`src/rtl/data_mem_controller.sv`:
```
// Processor-side data memory controller: decodes byte addresses onto a word RAM,
// handles sub-word loads with extension and sub-word stores via read-modify-write.
//
// state | meaning
// IDLE  | ready for a request; RAM address parked at 0
// LOAD  | reading the addressed word, extracting and extending the lane
// MERGE | reading the addressed word, splicing in the store lane
// WRITE | driving the store word into RAM
// RESP  | one-cycle completion pulse
module data_mem_controller #(
  parameter int          DATA_WIDTH = 32,
  parameter int          ADDR_WIDTH = 32,
  parameter int          DEPTH      = 50,
  parameter logic [31:0] BASE_ADDR  = 32'h1001_0000
) (
  input  logic                  clk,
  input  logic                  reset,
  input  logic                  req_valid,
  output logic                  req_ready,
  input  logic                  req_we,
  input  logic [1:0]            req_size,
  input  logic                  req_signed,
  input  logic [31:0]           req_addr,
  input  logic [31:0]           req_wdata,
  output logic                  rsp_valid,
  output logic [31:0]           rsp_rdata,
  output logic                  rsp_err,
  output logic [DATA_WIDTH-1:0] ram_data,
  output logic [ADDR_WIDTH-1:0] ram_addr,
  output logic                  ram_we,
  input  logic [DATA_WIDTH-1:0] ram_q
);

  typedef enum logic [2:0] {IDLE, LOAD, MERGE, WRITE, RESP} state_t;

  localparam logic [1:0] SZ_BYTE = 2'b00;
  localparam logic [1:0] SZ_HALF = 2'b01;
  localparam logic [1:0] SZ_WORD = 2'b10;
  localparam logic [1:0] SZ_BAD  = 2'b11;

  state_t                r_state;
  state_t                w_state_next;
  logic                  r_we;
  logic [1:0]            r_size;
  logic                  r_signed;
  logic [1:0]            r_off;
  logic [31:0]           r_wdata;
  logic [ADDR_WIDTH-1:0] r_idx;
  logic [31:0]           r_rdata;
  logic                  r_err;

  logic [31:0] w_offset;
  logic [31:0] w_index;
  logic        w_misalign;
  logic        w_err;
  logic [31:0] w_q32;
  logic [4:0]  w_shift;
  logic [31:0] w_shifted;
  logic [31:0] w_load;
  logic [31:0] w_mask;
  logic [31:0] w_merged;

  assign w_offset = req_addr - BASE_ADDR;
  assign w_index  = w_offset >> 2;

  always_comb begin
    w_misalign = 1'b0;
    case (req_size)
      SZ_HALF: w_misalign = req_addr[0];
      SZ_WORD: w_misalign = (req_addr[1:0] != 2'b00);
      SZ_BAD:  w_misalign = 1'b1;
      default: w_misalign = 1'b0;
    endcase
  end

  // Below-base check is needed separately: the subtraction wraps to a huge index.
  assign w_err = w_misalign || (req_addr < BASE_ADDR) || (w_index >= 32'(DEPTH));

  assign w_q32     = 32'(ram_q);
  assign w_shift   = {r_off, 3'b000};
  assign w_shifted = w_q32 >> w_shift;

  always_comb begin
    w_load = w_q32;
    case (r_size)
      SZ_BYTE: w_load = {{24{r_signed & w_shifted[7]}}, w_shifted[7:0]};
      SZ_HALF: w_load = {{16{r_signed & w_shifted[15]}}, w_shifted[15:0]};
      default: w_load = w_q32;
    endcase
  end

  assign w_mask   = ((r_size == SZ_BYTE) ? 32'h0000_00FF : 32'h0000_FFFF) << w_shift;
  assign w_merged = (w_q32 & ~w_mask) | ((r_wdata << w_shift) & w_mask);

  always_comb begin
    w_state_next = r_state;
    req_ready    = 1'b0;
    rsp_valid    = 1'b0;
    ram_addr     = r_idx;
    ram_data     = DATA_WIDTH'(r_wdata);
    ram_we       = 1'b0;
    case (r_state)
      IDLE: begin
        req_ready = 1'b1;
        ram_addr  = '0;
        if (req_valid) begin
          if (w_err)                  w_state_next = RESP;
          else if (!req_we)           w_state_next = LOAD;
          else if (req_size == SZ_WORD) w_state_next = WRITE;
          else                        w_state_next = MERGE;
        end
      end
      LOAD:  w_state_next = RESP;
      MERGE: w_state_next = WRITE;
      WRITE: begin
        // Gated by reset so a reset landing here aborts the store.
        ram_we       = !reset;
        w_state_next = RESP;
      end
      RESP: begin
        rsp_valid    = 1'b1;
        w_state_next = IDLE;
      end
      default: w_state_next = IDLE;
    endcase
  end

  always_ff @(posedge clk) begin
    if (reset) begin
      r_state  <= IDLE;
      r_we     <= 1'b0;
      r_size   <= SZ_BYTE;
      r_signed <= 1'b0;
      r_off    <= 2'b00;
      r_wdata  <= '0;
      r_idx    <= '0;
      r_rdata  <= '0;
      r_err    <= 1'b0;
    end else begin
      r_state <= w_state_next;
      case (r_state)
        IDLE: begin
          if (req_valid) begin
            r_we     <= req_we;
            r_size   <= req_size;
            r_signed <= req_signed;
            r_off    <= req_addr[1:0];
            r_wdata  <= req_wdata;
            r_idx    <= ADDR_WIDTH'(w_index);
            r_rdata  <= '0;
            r_err    <= w_err;
          end
        end
        LOAD:  r_rdata <= w_load;
        MERGE: r_wdata <= w_merged;
        RESP: begin
          r_rdata <= '0;
          r_err   <= 1'b0;
        end
        default: ;
      endcase
    end
  end

  assign rsp_rdata = r_rdata;
  assign rsp_err   = r_err;

endmodule

```
`config.mk`:
```
export PLATFORM = sky130hd
export DESIGN_NAME = data_mem_controller
export DESIGN_NICKNAME = d
export VERILOG_FILES = /design/src/rtl/data_mem_controller.sv
export SDC_FILE = /design/constraint.sdc
export NUM_CORES = 1
export LEC_CHECK = 0
export CAP_MARGIN = 20
export CORE_AREA = 5 5 113 115
export CTS_CLUSTER_SIZE = 24
export DETAILED_ROUTE_END_ITERATION = 12
export DIE_AREA = 0 0 118 120
export GPL_ROUTABILITY_DRIVEN = 0
export PLACE_DENSITY = 0.94
export SLEW_MARGIN = 20
export SYNTH_ARGS = -nofsm -noshare
export SYNTH_HDL_FRONTEND = slang
export SYNTH_SLANG_ARGS = --single-unit
```
`constraint.sdc`:
```
create_clock -name clk -period 5.8 [get_ports clk]
set_clock_uncertainty 0.2 [all_clocks]
set_input_delay 1.74 -clock clk [delete_from_list [all_inputs] [get_ports clk]]
set_output_delay 1.74 -clock clk [all_outputs]
set_load 0.01 [all_outputs]
```
==> key figures <==
Drt
  • Wirelength per Cell: approximately 18 microns
  • Post-route DRC: 0
  • DR pass1 iterations: 5
  • Post-Route WL: between 15 and 20 mm
  • ANT nets after route: 0
  • DR vias: around 6.1k
  • Vias per cell: 5.90
  • DR iter-0 viols: just over 700

STA
  • RSZ-0062 raised after global routing: no
  • Final setup vio count: 0
  • Final period util: 0.797
  • Minimum clock period after layout: between 4 and 5 ns
  • Least-Margin Pin Slew: about 1.1 ns
  • Setup_tns: 0 ns
  • Fmax: between 200 and 250 MHz
  • Final number of hold-violating endpoints: 0
  • Slew headroom: 0.290
  • Slew Viols, Final: 0

CTS
  • Clk sinks: between 100 and 150
  • Total CTS buffers: 9
  • # hold bufs at CTS: 0
  • Setup Buffers After CTS: 0
  • Clock Latency Late Sink: around 0.35 ns
  • Worst-path clk slew: 0.07 ns
  • CTS tree: done
  • Htree depth: 3
  • CTS Buffer Depth: 2
  • Post-cts sizing count: 0
  • CTS root buffer: clkbuf_16

Yosys
  • Post-Synthesis Cells: 724
  • Post-synth EDFFs: 0
  • Synthesized cell area: approximately 0.0055 sq mm
  • #FFs+latches synth: around 100
  • Synth warnings: 0
  • Synth Flop Type: dfxtp_1
  • Seq/Total Area, Yosys: 0.372
  • FFs w/ async S/R, synth: 0
  • Synth cell types: 58
  • Syn Area/Cell: about 7.7 sq um

Global route
  • Vias in the first global route: approximately 5.6k
  • Largest net degree at the start of global routing: ~100
  • Tot GR Track Use: 0.255
  • First-pass GRT wire length: approximately 30 mm
  • Global route total overflow: 0
  • Initial antenna violation count: 0

Setup path
  • Slowest stage delay, CP: approximately 0.54 ns
  • CP endpoint kind: output pin
  • WS Path Type: primary input to output pin
  • Crit-path slowest cell: clkdlybuf4s50_1
  • Required time worst endpoint: around 3.9 ns
  • WP data arrival: between 2 and 3 ns
  • Crit-path cells: buf_4, nor2_1, and3_1, clkdlybuf4s50_1
  • CP Max Fanout: 2
  • Buf/Inv on CP: 2
  • Delay-heaviest family, CP: buffers and inverters
  • Startpoint type of the worst setup path: primary input

Finish
  • Most frequent cells in the layout: 199 x clkdlybuf4s50_1, 116 x nand2_1, 103 x dfxtp_1
  • Fill cells: between 900 and 1k
  • Final net count: roughly 990
  • Most common cell after layout, fill and taps aside: clkdlybuf4s50_1
  • Layout cells sized above 1: 0.0497
  • Area growth syn-to-layout: 41.4%
  • Diode count: 0

Status
  • Outcome: completed

Worst hold path
  • Type of the most critical hold path: flop to flop

Floorplanning
  • Die height: 120 microns
  • Site Rows: 40
  • # IOs: 203
  • Core area: between 0.01 and 0.015 sq mm
  • Starting density of the core: 0.473
  • Die area: 0.0142 sq mm
  • Die Wd: ~120 microns

Pwr
  • Worst IR Drop VDD: approximately 130 uV
  • Power per Cell Area: between 200 and 250 mW/mm^2
  • Leak Pwr: roughly 2.7 nW
  • Total Power: between 0.0015 and 0.002 W

Placed design
  • HPWL after DPL: about 14 mm
  • Port bufs: 200

Flow run
  • Max cap viols: 0
==> worst paths after layout <==
| path | startpoint | end | slack [ns] | depth (start not counted) |
|---|---|---|---|---|
| worst max-delay path | reset | ram_we | 1.18 | 4 |
| worst min register to register | r_idx[9] | r_idx[9] | 0.25 | 2 |
| worst min-delay path | r_idx[9] | r_idx[9] | 0.25 | 2 |
| worst max register to register | r_off[1] | flop | 2.85 | 6 |
==> tightest hold or removal path: cells and delay by family (launching register included) <==
family	cells	cell delay [ns]
AO/OA/AOI/OAI	1	0.05
flip-flops	1	0.31
AND/OR/NAND/NOR	1	0.05
==> through the flow <==
stage / std cells / utilization / cell area (sq um) / worst slack, ns / hold WS, ns
after global placement: 1016 / 0.644 / 7540 / 1.18 / 0.236
after detailed placement: 1017 / 0.645 / 7550 / 1.17 / 0.242
after global routing: 1033 / 0.669 / 7830 / 1.07 / 0.269
final: 1033 / 0.669 / 7830 / 1.18 / 0.251
after CTS: 1033 / 0.669 / 7830 / 1.17 / 0.252
after floorplan: 725 / - / 5550 / 1.61 / 0.227
==> kinds of logic (layout without fill, tap and decap cells) <==
group	Yosys count	after routing	share of synthesized area
buffers and inverters	69	230	0.0522
adders and majority gates	3	3	0.00677
DFF	103	103	0.372
xor gates and xnor gates	13	13	0.0205
other	1	2	0.000677
muxes	19	19	0.0368
AOI/OAI and AO/OA	202	202	0.248
and+or+nand+nor	314	314	0.263
==> cell type report <==
class	instances	area, sq um	share of cell area
Inverter	5	18.8	0.00240
Sequential cell	103	2060	0.263
Multi-Input combinational cell	553	3220	0.411
Clock inverter	6	42.5	0.00543
Clock buffer	10	239	0.0305
Timing Repair Buffer	209	2070	0.264
Tap cell	147	184	0.0235
==> report_power, final <==
group	switching (W)	internal, W
logic	0.000174	0.000169
clock network	0.000286	0.000305
registers	0.0000318	0.000739
==> layer usage <==
metal  GRT usage  vias to the layer above  wire [microns]
met5           0                        -               0
met4      0.0918                        0             522
met3      0.0669                       42            2080
met2       0.423                      341            9140
met1       0.318                     2834            7330
li1            -                     2875               -
==> Yosys cell counts, types with 8 or more instances <==
library cell    n  area share
nor3_1         18       0.016
a22oi_1        23       0.031
nand2b_1       21       0.024
o22ai_1        10       0.011
a311oi_1       25       0.040
nand2_1       117       0.079
dfxtp_1       103        0.37
mux2i_1        17       0.031
nor2_1         91       0.062
a21oi_1        72       0.065
o21ai_0        14       0.013
nor2b_1        38       0.043
a31oi_1         8      0.0090
a211oi_1       20       0.027
clkbuf_1       52       0.035
Power figures use the tool's default switching activity.
